## src/rtl/switch_port_tx.sv

```systemverilog
// switch_port_tx: host-side packet transmitter for one ingress port of the
// 4-port switch. Packets offered over a valid/ready handshake are queued in a
// small FIFO and emitted as single-cycle valid_in strobes. Each emitted packet
// is followed by GAP_CYCLES idle cycles.
//
// Optional feature macro: SWITCH_TX_TARGET_CHECK_EN
//   Defined   - packets whose target is zero, not one-hot, or equal to PORT_ID
//               are discarded at pop time and counted in drop_count.
//   Undefined - every packet is emitted unchanged and drop_count is tied to 0.
module switch_port_tx #(
    parameter int                DATA_W     = 8,
    parameter int                ADDR_W     = 4,
    parameter logic [ADDR_W-1:0] PORT_ID    = ADDR_W'(1),
    parameter int                FIFO_DEPTH = 4,
    parameter int                GAP_CYCLES = 1
) (
    input  logic                          clk,
    input  logic                          rst,
    input  logic                          host_valid,
    output logic                          host_ready,
    input  logic [ADDR_W-1:0]             host_target,
    input  logic [DATA_W-1:0]             host_data,
    output logic                          valid_in,
    output logic [ADDR_W-1:0]             source_in,
    output logic [ADDR_W-1:0]             target_in,
    output logic [DATA_W-1:0]             data_in,
    output logic [$clog2(FIFO_DEPTH):0]   fifo_level,
    output logic [15:0]                   sent_count,
    output logic [15:0]                   drop_count
);

    localparam int                PTR_W    = $clog2(FIFO_DEPTH);
    localparam int                LVL_W    = PTR_W + 1;
    localparam logic [LVL_W-1:0]  LVL_FULL = LVL_W'(FIFO_DEPTH);
    localparam logic [3:0]        GAP_INIT = (GAP_CYCLES > 0) ? 4'(GAP_CYCLES - 1) : 4'd0;

    typedef enum logic [1:0] {
        S_IDLE,
        S_SEND,
        S_GAP
    } state_t;

    typedef struct packed {
        logic [ADDR_W-1:0] target;
        logic [DATA_W-1:0] data;
    } entry_t;

    entry_t             r_mem [FIFO_DEPTH];
    logic [PTR_W-1:0]   r_wr_ptr;
    logic [PTR_W-1:0]   r_rd_ptr;
    logic [LVL_W-1:0]   r_level;
    logic               r_full;
    state_t             r_state;
    state_t             w_next_state;
    logic [3:0]         r_gap_cnt;
    logic               r_valid;
    logic [ADDR_W-1:0]  r_source;
    logic [ADDR_W-1:0]  r_target;
    logic [DATA_W-1:0]  r_data;
    logic [15:0]        r_sent_cnt;

    entry_t             w_head;
    logic               w_push;
    logic               w_empty;
    logic               w_pop_slot;
    logic               w_pop;
    logic               w_drop;
    logic               w_emit;
    logic [LVL_W-1:0]   w_level_next;

    // host_ready comes from the registered full flag only: a pop that frees a
    // slot while full is not visible to the host until the next cycle.
    assign w_push       = host_valid && !r_full;
    assign w_empty      = (r_level == '0);
    assign w_head       = r_mem[r_rd_ptr];
    assign w_level_next = r_level + LVL_W'(w_push) - LVL_W'(w_pop);

    // A pop opportunity exists in IDLE, on the last GAP cycle (so the gap is
    // exactly GAP_CYCLES long), and in SEND when back-to-back is allowed.
    assign w_pop_slot = (r_state == S_IDLE)
                     || ((r_state == S_SEND) && (GAP_CYCLES == 0))
                     || ((r_state == S_GAP)  && (r_gap_cnt == 4'd0));
    assign w_pop      = w_pop_slot && !w_empty;

`ifdef SWITCH_TX_TARGET_CHECK_EN
    function automatic logic target_ok(input logic [ADDR_W-1:0] t);
        return (t != '0) && ((t & (t - ADDR_W'(1))) == '0) && (t != PORT_ID);
    endfunction

    logic [15:0] r_drop_cnt;

    assign w_drop = w_pop && !target_ok(w_head.target);

    // Count packets discarded at pop time.
    always_ff @(posedge clk or posedge rst) begin
        if (rst) begin
            r_drop_cnt <= '0;
        end else if (w_drop) begin
            r_drop_cnt <= r_drop_cnt + 16'd1;
        end
    end

    assign drop_count = r_drop_cnt;
`else
    assign w_drop     = 1'b0;
    assign drop_count = '0;
`endif

    assign w_emit = w_pop && !w_drop;

    // FSM state register.
    // NOTE: sequential blocks use non-blocking (<=) so every register samples
    // pre-edge values; blocking (=) here would create order-dependent races.
    always_ff @(posedge clk or posedge rst) begin
        if (rst) begin
            r_state <= S_IDLE;
        end else begin
            r_state <= w_next_state;
        end
    end

    // FSM next-state: an emitted pop always lands in SEND; otherwise SEND
    // moves on to GAP (or IDLE) and GAP expires into IDLE.
    // NOTE: the default assignment first means every path assigns
    // w_next_state, so no latch is inferred.
    always_comb begin
        w_next_state = r_state;
        if (w_emit) begin
            w_next_state = S_SEND;
        end else begin
            case (r_state)
                S_IDLE:  w_next_state = S_IDLE;
                S_SEND:  w_next_state = (GAP_CYCLES > 0) ? S_GAP : S_IDLE;
                S_GAP:   if (r_gap_cnt == 4'd0) w_next_state = S_IDLE;
                default: w_next_state = S_IDLE;
            endcase
        end
    end

    // Gap counter: loaded on SEND->GAP, then counts down to zero.
    always_ff @(posedge clk or posedge rst) begin
        if (rst) begin
            r_gap_cnt <= 4'd0;
        end else if ((r_state == S_SEND) && (w_next_state == S_GAP)) begin
            r_gap_cnt <= GAP_INIT;
        end else if ((r_state == S_GAP) && (r_gap_cnt != 4'd0)) begin
            r_gap_cnt <= r_gap_cnt - 4'd1;
        end
    end

    // FIFO storage write port.
    // NOTE: the packet array is deliberately not reset; pointers and level
    // define which entries are valid, so clearing the data is unnecessary.
    always_ff @(posedge clk) begin
        if (w_push) begin
            r_mem[r_wr_ptr] <= '{target: host_target, data: host_data};
        end
    end

    // FIFO pointers, occupancy and registered full flag.
    always_ff @(posedge clk or posedge rst) begin
        if (rst) begin
            r_wr_ptr <= '0;
            r_rd_ptr <= '0;
            r_level  <= '0;
            r_full   <= 1'b0;
        end else begin
            if (w_push) r_wr_ptr <= r_wr_ptr + PTR_W'(1);
            if (w_pop)  r_rd_ptr <= r_rd_ptr + PTR_W'(1);
            r_level <= w_level_next;
            r_full  <= (w_level_next == LVL_FULL);
        end
    end

    // Output registers: load on emit, hold otherwise; strobe lasts one cycle.
    always_ff @(posedge clk or posedge rst) begin
        if (rst) begin
            r_valid  <= 1'b0;
            r_source <= PORT_ID;
            r_target <= '0;
            r_data   <= '0;
        end else begin
            r_valid <= w_emit;
            if (w_emit) begin
                r_source <= PORT_ID;
                r_target <= w_head.target;
                r_data   <= w_head.data;
            end
        end
    end

    // Count a packet once its strobe cycle completes, so a reset during the
    // strobe leaves it uncounted.
    always_ff @(posedge clk or posedge rst) begin
        if (rst) begin
            r_sent_cnt <= '0;
        end else if (r_valid) begin
            r_sent_cnt <= r_sent_cnt + 16'd1;
        end
    end

    assign host_ready = !r_full;
    assign valid_in   = r_valid;
    assign source_in  = r_source;
    assign target_in  = r_target;
    assign data_in    = r_data;
    assign fifo_level = r_level;
    assign sent_count = r_sent_cnt;

endmodule

```

## config.mk

```make
export PLATFORM = sky130hd
export DESIGN_NAME = switch_port_tx
export DESIGN_NICKNAME = d
export VERILOG_FILES = /design/src/rtl/switch_port_tx.sv
export SDC_FILE = /design/constraint.sdc
export NUM_CORES = 1
export LEC_CHECK = 0
export CAP_MARGIN = 20
export CORE_ASPECT_RATIO = 1.1
export CORE_MARGIN = 2
export CORE_UTILIZATION = 52
export CTS_CLUSTER_DIAMETER = 80
export DETAILED_ROUTE_END_ITERATION = 8
export PLACE_DENSITY = 0.79
export SKIP_LAST_GASP = 1
export SLEW_MARGIN = 20
export SYNTH_ARGS = -nofsm -noshare
export SYNTH_HDL_FRONTEND = slang
export SYNTH_SLANG_ARGS = --single-unit
```

## constraint.sdc

```tcl
create_clock -name clk -period 3.23 [get_ports clk]
set_input_delay 0.4845 -clock clk [delete_from_list [all_inputs] [get_ports clk]]
set_output_delay 0.4845 -clock clk [all_outputs]
set_load 0.01 [all_outputs]
```

==> results of run 1 <==
final timing paths:
path                                            start                         end  slack [ns]  depth (start not counted)
setup / recovery                 r_state[0]$_DFF_PP0_            r_full$_DFF_PP0_        0.68                         11
hold / removal                                    rst  sent_count[12]$_DFFE_PP0P_        0.46                          2
setup reg to reg                 r_state[0]$_DFF_PP0_            r_full$_DFF_PP0_        0.68                         11
hold reg to reg            sent_count[15]$_DFFE_PP0P_  sent_count[15]$_DFFE_PP0P_        0.47                          1
max in group asynchronous                         rst    r_gap_cnt[0]$_DFFE_PP0P_        2.05                          3
min in group clk           sent_count[15]$_DFFE_PP0P_  sent_count[15]$_DFFE_PP0P_        0.47                          1
report_power, final:
part	internal [µW]	switching [µW]
combinational	799	593
clock	516	387
sequential	1550	286
total	2860	1270
layout by cell type (no fill, tap or decap), types with 9 or more instances in the layout:
cell type        count
clkbuf_8             9
clkdlybuf4s50_1     47
conb_1              20
dfrtp_1             43
edfxtp_1            48
ha_1                11
inv_1               13
mux2_2              13
mux4_2              12
nand2_1             10
nor2_1              11
xnor2_1             14
xor2_1              10
cell families (layout without fill, tap and decap cells):
kind of cell,Yosys count,count (layout),synth area share [%]
muxes,25,25,10.9
and+or+nand+nor,47,47,6.61
buffers and inverters,40,80,6.03
other,2,20,0.196
xor gates and xnor gates,24,24,5.47
adders and majority gates,12,12,4.11
AOI/OAI and AO/OA,4,4,1.17
DFF,91,91,65.6
worst max-delay path: stages (launching register included):
cell and delay, ns:
dfrtp_1 0.40, inv_1 0.08, ha_1 0.23, and4bb_2 0.26, o32ai_4 0.20, xnor2_1 0.17, ha_1 0.16, inv_1 0.05
fa_1 0.38, xnor2_1 0.18, xnor2_1 0.16, nor3b_1 0.20
sequential cells by signal (all words and copies together), names as in the netlist:
name / count
r_gap_cnt: 4
data_in: 8
valid_in: 1
r_wr_ptr: 2
r_full: 1
fifo_level: 3
r_state: 2
r_rd_ptr: 2
r_mem: 48
sent_count: 16
target_in: 4
through the flow:
| stage | setup WS (ns) | total power [µW] |
|---|---|---|
| after floorplan | 0.623 | 2730 |
| after global placement | 0.760 | 3210 |
| after detailed placement | 0.626 | 3280 |
| after CTS | 0.662 | 4190 |
| after global routing | 0.430 | 4380 |
| final | 0.684 | 4130 |
layout make-up:
type / count / area (µm²)
clock inverter: 6 / 111
inverter: 14 / 52.6
tap: 85 / 106
clock buffer: 10 / 128
fill: 514 / 2520
timing repair buffer: 50 / 493
multi-input combinational: 132 / 1160
sequential: 91 / 2520
metal layers:
metal | track usage (%) | wire (µm)
met5 | 0 | 0
met4 | 7.41 | 91
met3 | 3.43 | 313
met2 | 28.9 | 3100
met1 | 21.5 | 2750
==> out/metrics.csv, run 1 <==
stage;metric;value;unit
placement;Detail Placement HPWL;4240;µm
timing;RSZ-0062 raised after global routing;false;
status;outcome;finished, final reports clean;
clock_network;CTS sink cnt;91;
timing;Max Transition Viols Final;0;
logic_synthesis;post-synthesis register bit count;91;
logic_synthesis;Synth Warn #;0;
floorplanning;Die X;85.9;µm
clock_network;CTS Hold Bufs;0;
timing;Tcrit/Tclk final;78.8;%
clock_network;Reg clk slew, reported paths;0.09;ns
worst_setup_path;CP Data Required Time;3.49;ns
job;max cap viols;0;
route;final wirelength;6250;µm
timing;Hold Slack;0.463;ns
route;initial DRC count;74;
timing;Fmax;393;MHz
floorplanning;Die Y;94.1;µm
logic_synthesis;Cells after Synth;245;
route;DRC;0;
clock_network;CTS tree;yes;
timing;Slew @ Worst Pin;0.861;ns
clock_network;Post-CTS Setup Inserts;0;
floorplanning;die area;8090;µm²
timing;Setup-failing EPs final;0;
layout;nets@finish;325;
global_route;first-pass GRT wire length;10200;µm
pwr;PD cells;904;nW/µm²
worst_setup_path;critical setup path kind;flop to flop;
placement;Placed Instances;372;
global_route;initial antenna violation count;0;
worst_setup_path;crit path DAT;2.81;ns
clock_network;TritonCTS buffer count;9;
route;via count;2027;
placement;GP Congestion;0.749;
timing;final setup TNS;0;ns
logic_synthesis;Synth area leaders;edfxtp_1 38%, dfrtp_1 28%, mux4_2 7.0%;
floorplanning;I/O pins;68;
placement;Post-DP Area;4330;µm²
worst_hold_path;worst hold path type;input pin to async pin;
layout;Util after Layout;64.4;%
layout;layout cells sized above 1;16.2;%
global_route;pin count of the biggest net entering global routing;25;
global_route;vias in the first global route;2099;
logic_synthesis;Post-synth EDFFs;48;
logic_synthesis;post-synthesis cell area;3840;µm²
route;via/cell ratio;5.22;
logic_synthesis;Yosys top cell by area;edfxtp_1;
logic_synthesis;sequential element share of the synthesized area;65.6;%
clock_network;htree depth;3;
timing;final hold viol count;0;
clock_network;post-CTS sizing;0;
pwr;Peak supply drop;528;µV
layout;Finished Cell Area;4570;µm²
clock_network;clock latency on the worst-skew pair;0.35;ns
worst_setup_path;crit end category;flop;
global_route;gr ovfl total;0;
route;drt wl/cell;16.1;µm
logic_synthesis;Unique masters post-synth;32;
layout;synth-to-layout area growth;18.9;%
logic_synthesis;top-count cell post-synth;edfxtp_1;
floorplanning;core area;7090;µm²
logic_synthesis;Synth Flop Type;edfxtp_1;
floorplanning;Row Count;32;
logic_synthesis;Post-Syn Area per Cell;15.7;µm²
clock_network;clock root buffer;clkbuf_8;
placement;Buffers on Ports;47;
pwr;Pleak;0.00179;µW
route;DRT Pass-1 Iters;4;
layout;final std cells w/o fill;388;
logic_synthesis;Synth async-reset ratio;47.3;%
floorplanning;Starting Density;54.2;%
worst_setup_path;startpoint types;flop;
timing;skew final;0.0156;ns
logic_synthesis;Synth top area share;37.5;%
timing;fin crit period;2.55;ns
logic_synthesis;most common library cells after synthesis;48 x edfxtp_1, 43 x dfrtp_1, 21 x buf_4;
layout;ant diodes;0;
worst_setup_path;worst-path fanout max;7;
timing;Slew headroom;42.6;%
route;antenna-violating nets left;0;
clock_network;Max Buffers Root-to-Sink;2;
global_route;Total GRT Usage;17.1;%
(Power assumes the default switching activity.)
==> run 2: changes to the inputs <==
- CORE_UTILIZATION: 52 -> 47
- PLACE_DENSITY: 0.79 -> 0.75
- clock period: 3.23 -> 2.1 ns (I/O delays scaled with it)
==> run 2 against run 1 <==
The flow now finishes with violations (negative setup slack). Utilization fell by 3.2 points. Largest power group is now combinational cells. Sequential power rose by 46%. Critical path depth fell by 1. Register-to-register slack got worse by 0.84 ns. Sequential share of layout area fell by 3.2 points. Critical endpoint unchanged. Highest routed layer unchanged. Via count rose by 4.1%. Hold slack got worse by 0.077 ns. Fmax rose by 13%. Non-clock buffer count rose by 25. Clock-buffer cell count rose by 1.
==> out/metrics.csv, run 2 (synthesis gave the netlist of run 1 again) <==
stage;metric;value;unit;change
layout;synth-to-layout area growth;26.2;%;was 18.9%
timing;Setup-failing EPs final;2;;was 0
global_route;Total GRT Usage;15.3;%;was 17.1%
clock_network;clock root buffer;clkbuf_8;;unchanged
pwr;Peak supply drop;632;µV;was 528 µV
layout;Most flops, register;r_mem;;unchanged
layout;ant diodes;0;;unchanged
status;outcome;finished with violations;;was finished, final reports clean
clock_network;htree depth;3;;unchanged
timing;Slew @ Worst Pin;0.577;ns;was 0.861 ns
timing;Setup WS post-layout;-0.161;ns;was 0.684 ns
route;DRC;0;;unchanged
route;drt wl/cell;14.7;µm;was 16.1 µm
worst_setup_path;Worst path most repeated cell;xnor2_2;;was xnor2_1
floorplanning;I/O pins;68;;unchanged
route;initial DRC count;73;;was 74
worst_setup_path;startpoint types;flop;;unchanged
worst_setup_path;critical setup path kind;flop to flop;;unchanged
placement;Buffers on Ports;47;;unchanged
clock_network;CTS sink cnt;91;;unchanged
pwr;Clk pwr share;18.0;%;was 21.9%
pwr;Switching Fraction;30.9;%;was 30.6%
global_route;vias in the first global route;2125;;was 2099
layout;area of the multi-input gates;1210;µm²;was 1160 µm²
worst_setup_path;crit end category;flop;;unchanged
worst_setup_path;crit path DAT;2.54;ns;was 2.81 ns
route;final wirelength;6430;µm;was 6250 µm
layout;layout cells sized above 1;25.9;%;was 16.2%
layout;nets@finish;350;;was 325
job;max cap viols;0;;unchanged
pwr;overall power;6600;µW;was 4130 µW
pwr;internal power;4560;µW;was 2860 µW
timing;Tcrit/Tclk final;108;%;was 78.8%
floorplanning;Row Count;34;;was 32
clock_network;clock latency on the worst-skew pair;0.36;ns;was 0.35 ns
floorplanning;die area;8910;µm²;was 8090 µm²
timing;RSZ-0062 raised after global routing;true;;was false
floorplanning;Starting Density;48.5;%;was 54.2%
timing;skew final;0.0100;ns;was 0.0156 ns
clock_network;Max Buffers Root-to-Sink;2;;unchanged
pwr;P_sw;2040;µW;was 1270 µW
pwr;PD cells;1360;nW/µm²;was 904 nW/µm²
route;via count;2110;;was 2027
worst_setup_path;Worst path max stage delay;0.42;ns;was 0.40 ns
worst_setup_path;worst-path fanout max;3;;was 7
route;via/cell ratio;4.84;;was 5.22
worst_setup_path;CP max stage cell;dfrtp_1;;unchanged
worst_setup_path;CP Data Required Time;2.38;ns;was 3.49 ns
clock_network;TritonCTS buffer count;9;;unchanged
timing;fin crit period;2.26;ns;was 2.55 ns
layout;FF/Latch Area;2520;µm²;unchanged
global_route;first-pass GRT wire length;10400;µm;was 10200 µm
worst_setup_path;Cell Chain, Critical Path;ha_4 > and4bb_2 > o32ai_4 > xnor2_2 > ha_2 > inv_2 > fa_2 > xnor2_2 > xnor2_1 > nor3b_2;;was inv_1 > ha_1 > and4bb_2 > o32ai_4 > xnor2_1 > ha_1 > inv_1 > fa_1 > xnor2_1 > xnor2_1 > nor3b_1
timing;Max Transition Viols Final;0;;unchanged
clock_network;CTS tree;yes;;unchanged
placement;Detail Placement HPWL;4320;µm;was 4240 µm
layout;filler cell count;615;;was 514
pwr;Pleak;0.00193;µW;was 0.00179 µW
worst_setup_path;reg2reg setup slack;-0.16;ns;was 0.68 ns
status;failing checks;negative setup slack;;
timing;final hold viol count;0;;unchanged
floorplanning;Die Y;98.8;µm;was 94.1 µm
worst_hold_path;worst hold path type;input pin to async pin;;unchanged
floorplanning;core area;7910;µm²;was 7090 µm²
placement;GP Congestion;0.775;;was 0.749
layout;most frequent cells in the layout;48 x edfxtp_1, 47 x clkdlybuf4s50_1, 43 x dfrtp_1;;unchanged
route;DRT Pass-1 Iters;4;;unchanged
route;antenna-violating nets left;0;;unchanged
pwr;combinational fraction of design power;41.5;%;was 33.7%
clock_network;Reg clk slew, reported paths;0.08;ns;was 0.09 ns
global_route;gr ovfl total;0;;unchanged
placement;post-place setup slack;-0.245;ns;was 0.626 ns
global_route;initial antenna violation count;0;;unchanged
timing;Fmax;442;MHz;was 393 MHz
clock_network;CTS Hold Bufs;0;;unchanged
pwr;register share of total power;40.5;%;was 44.5%
global_route;pin count of the biggest net entering global routing;44;;was 25
floorplanning;Die X;90.2;µm;was 85.9 µm
layout;most common cell after layout, fill and taps aside;edfxtp_1;;unchanged
layout;max reg flops;48;;unchanged
timing;Slew headroom;61.5;%;was 42.6%
## run 2: cell type report
cell class	instances	share of cell area, %
Clock buffer	11	2.92
Sequential cell	91	51.9
Timing Repair Buffer	75	15.1
Multi-Input combinational cell	132	24.9
Clock inverter	5	1.26
Inverter	14	1.08
Tap cell	108	2.79
## run 2: worst max-delay path, delay by kind of cell, from the launching register on
kind,cells,cell delay (ns)
AO/OA/AOI/OAI,1,0.14
buffers and inverters,1,0.04
adder cells (fa/ha/maj),3,0.69
flip-flops,1,0.42
AND/OR/NAND/NOR,2,0.43
XOR/XNOR,3,0.45
## run 2: final timing paths
path,to,cells after the start,start
min in group clk,sent_count[15]$_DFFE_PP0P_,1,sent_count[15]$_DFFE_PP0P_
worst max-delay path,r_full$_DFF_PP0_,10,r_state[1]$_DFF_PP0_
worst max register to register,r_full$_DFF_PP0_,10,r_state[1]$_DFF_PP0_
worst min-delay path,target_in[2]$_DFFE_PP0P_,3,rst
worst min register to register,sent_count[15]$_DFFE_PP0P_,1,sent_count[15]$_DFFE_PP0P_
max in group asynchronous,r_state[0]$_DFF_PP0_,3,rst
## run 2: metal layers
metal  vias up  share of wire [%]  routed length, µm  global-route usage, %
met5         -                  0                  0                      0
met4         0               0.79                 51                   4.26
met3         7                5.4                349                   5.73
met2        62                 50               3230                   25.4
met1      1066                 43               2800                   19.2
li1        975                  -                  -                      -
## run 2: per-stage QoR
stage | TNS [ns] | instances | cell area [µm²] | hold slack [ns] | util (%)
2_1_floorplan | -0.899 | 263 | 3940 | 0.414 | -
3_3_place_gp | -0.219 | 414 | 4580 | 0.457 | 57.8
3_5_place_dp | -0.294 | 414 | 4580 | 0.460 | 57.8
4_1_cts | -0.273 | 434 | 4820 | 0.411 | 60.9
5_1_grt | -0.442 | 436 | 4850 | 0.442 | 61.3
6_report | -0.251 | 436 | 4850 | 0.385 | 61.3
## run 2: repair_timing
item / in CTS / in global routing
cloned: 0 / 0
setup buffers: 4 / 2
pin swaps: 4 / 1
setup endpoints to repair: 2 / 3
resized for setup: 4 / 3
## run 2: power groups by stage
stage          logic (µW)  registers [µW]  clock network (µW)
2_1_floorplan        1510            2780                   0
3_3_place_gp         2590            2700                   0
3_5_place_dp         2660            2710                   0
4_1_cts              2770            2680                1230
5_1_grt              2990            2740                1310
6_report             2740            2680                1190
==> run 3: changes to the inputs <==
- CORE_UTILIZATION: 47 -> 55
- DONT_BUFFER_PORTS: default -> 1
- PLACE_DENSITY: 0.75 -> 0.73
==> run 3 against run 2 <==
The run still ends with negative setup slack left. Sequential cell count did not move. Sequential power up 7%. Via count shrank 11%. Critical path type unchanged.
==> out/metrics.csv, run 3 (synthesis gave the netlist of run 1 again) <==
stage;metric;value;unit;change
route;initial DRC count;67;;was 73
worst_setup_path;crit end category;flop;;unchanged
status;outcome;finished with violations;;unchanged
timing;Max Transition Viols Final;0;;unchanged
route;DRT Pass-1 Iters;4;;unchanged
floorplanning;core area;6670;µm²;was 7910 µm²
floorplanning;Row Count;31;;was 34
timing;Hold Slack;0.0520;ns;was 0.385 ns
job;max cap viols;0;;unchanged
clock_network;TritonCTS buffer count;9;;unchanged
status;failing checks;negative setup slack;;unchanged
layout;layout cells sized above 1;28.4;%;was 25.9%
pwr;PD cells;1400;nW/µm²;was 1360 nW/µm²
global_route;vias in the first global route;1945;;was 2125
timing;final hold viol count;0;;unchanged
timing;Slew @ Worst Pin;0.614;ns;was 0.577 ns
layout;synth-to-layout area growth;11.1;%;was 26.2%
timing;final setup TNS;-0.176;ns;was -0.251 ns
layout;ant diodes;0;;unchanged
clock_network;CTS tree;yes;;unchanged
clock_network;Reg clk slew, reported paths;0.09;ns;was 0.08 ns
pwr;Peak supply drop;727;µV;was 632 µV
floorplanning;Die Y;91.6;µm;was 98.8 µm
clock_network;clock latency on the worst-skew pair;0.35;ns;was 0.36 ns
global_route;pin count of the biggest net entering global routing;29;;was 44
placement;post-place setup slack;-0.245;ns;about the same
global_route;gr ovfl total;0;;unchanged
layout;most common cell after layout, fill and taps aside;edfxtp_1;;unchanged
layout;nets@finish;297;;was 350
global_route;first-pass GRT wire length;9580;µm;was 10400 µm
layout;most frequent cells in the layout;48 x edfxtp_1, 43 x dfrtp_1, 20 x conb_1;;was 48 x edfxtp_1, 47 x clkdlybuf4s50_1, 43 x dfrtp_1
placement;Placed Instances;338;;was 414
route;drt wl/cell;16.6;µm;was 14.7 µm
timing;Tcrit/Tclk final;108;%;about the same
timing;RSZ-0062 raised after global routing;true;;unchanged
worst_setup_path;crit path DAT;2.54;ns;about the same
timing;skew final;0.0116;ns;was 0.0100 ns
clock_network;Max Buffers Root-to-Sink;2;;unchanged
pwr;Pleak;0.00171;µW;was 0.00193 µW
global_route;initial antenna violation count;0;;unchanged
worst_setup_path;CP Data Required Time;2.37;ns;was 2.38 ns
floorplanning;Starting Density;57.6;%;was 48.5%
worst_setup_path;startpoint types;flop;;unchanged
timing;Setup WS post-layout;-0.170;ns;was -0.161 ns
worst_setup_path;Reg2Reg Depth;11;;was 10
route;via count;1874;;was 2110
placement;GP Congestion;0.772;;was 0.775
route;via/cell ratio;5.25;;was 4.84
global_route;Total GRT Usage;16.3;%;was 15.3%
clock_network;clock root buffer;clkbuf_8;;unchanged
floorplanning;I/O pins;68;;unchanged
floorplanning;die area;7670;µm²;was 8910 µm²
route;final wirelength;5940;µm;was 6430 µm
worst_setup_path;critical setup path kind;flop to flop;;unchanged
timing;Setup-failing EPs final;2;;unchanged
floorplanning;Die X;83.7;µm;was 90.2 µm
layout;final std cells w/o fill;357;;was 436
timing;fin crit period;2.27;ns;was 2.26 ns
layout;Util after Layout;64.0;%;was 61.3%
worst_hold_path;worst hold path type;input pin to flop;;was input pin to async pin
worst_hold_path;Worst Hold Path Cells;0;;
timing;Slew headroom;58.8;%;was 61.5%
route;antenna-violating nets left;0;;unchanged
clock_network;CTS sink cnt;91;;unchanged
layout;max reg flops;48;;unchanged
clock_network;htree depth;3;;unchanged
placement;Detail Placement HPWL;4050;µm;was 4320 µm
timing;Fmax;441;MHz;was 442 MHz
layout;Most flops, register;r_mem;;unchanged
route;DRC;0;;unchanged
placement;Buffers on Ports;0;;was 47
worst_setup_path;worst-path fanout max;3;;unchanged
==> run 3: per-stage QoR <==
step / power (µW) / area [µm²]
floorplan: 4290 / 3940
global placement: 4760 / 4030
detailed placement: 4830 / 4030
CTS: 6040 / 4260
global route: 6370 / 4270
finish: 5980 / 4270
==> run 3: path summary, 6_finish.rpt <==
| check | startpoint | slack [ns] | to |
|---|---|---|---|
| setup / recovery | r_state[0]$_DFF_PP0_ | -0.17 | r_full$_DFF_PP0_ |
| hold / removal | host_data[1] | 0.05 | r_mem[0][1]$_DFFE_PP_ |
| setup reg to reg | r_state[0]$_DFF_PP0_ | -0.17 | r_full$_DFF_PP0_ |
| hold reg to reg | sent_count[15]$_DFFE_PP0P_ | 0.53 | sent_count[15]$_DFFE_PP0P_ |
| max in group asynchronous | rst | 1.18 | target_in[2]$_DFFE_PP0P_ |
| min in group asynchronous | rst | 0.41 | sent_count[11]$_DFFE_PP0P_ |
==> run 3: worst max-delay path: stages, from the launching register on <==
cell	delay, ns
dfrtp_1	0.38
inv_2	0.06
ha_4	0.15
and4bb_2	0.24
o32ai_4	0.15
xnor2_2	0.15
ha_2	0.19
inv_2	0.03
fa_2	0.34
xnor2_2	0.17
xnor2_1	0.15
nor3b_2	0.18
==> run 3: cell type report <==
type                       count  area [µm²]
sequential                    91        2520
fill                         501        2400
multi-input combinational    132        1200
timing repair buffer          22         193
clock buffer                   9         124
tap                           82         103
clock inverter                 7        76.3
inverter                      14        52.6
==> run 3: layer usage <==
layer,wire [µm],track usage (%),vias up
li1,-,-,874
met1,2420,19.9,935
met2,3050,26.7,60
met3,414,5.67,5
met4,55,6.85,0
met5,0,0,-
==> run 3: where the power goes <==
| group | switching, µW | leakage (µW) | internal [µW] | total [µW] |
|---|---|---|---|---|
| sequential | 486 | 0.000981 | 2380 | 2870 |
| clock | 619 | 0.000102 | 560 | 1180 |
| combinational | 851 | 0.000629 | 1080 | 1930 |
==> run 3: repair_timing <==
item,CTS,global route
resized for setup,4,1
hold endpoints to repair,15,0
pin swaps,4,0
hold buffers,1,0
endpoints found under the setup margin,3,3
setup buffers,1,1
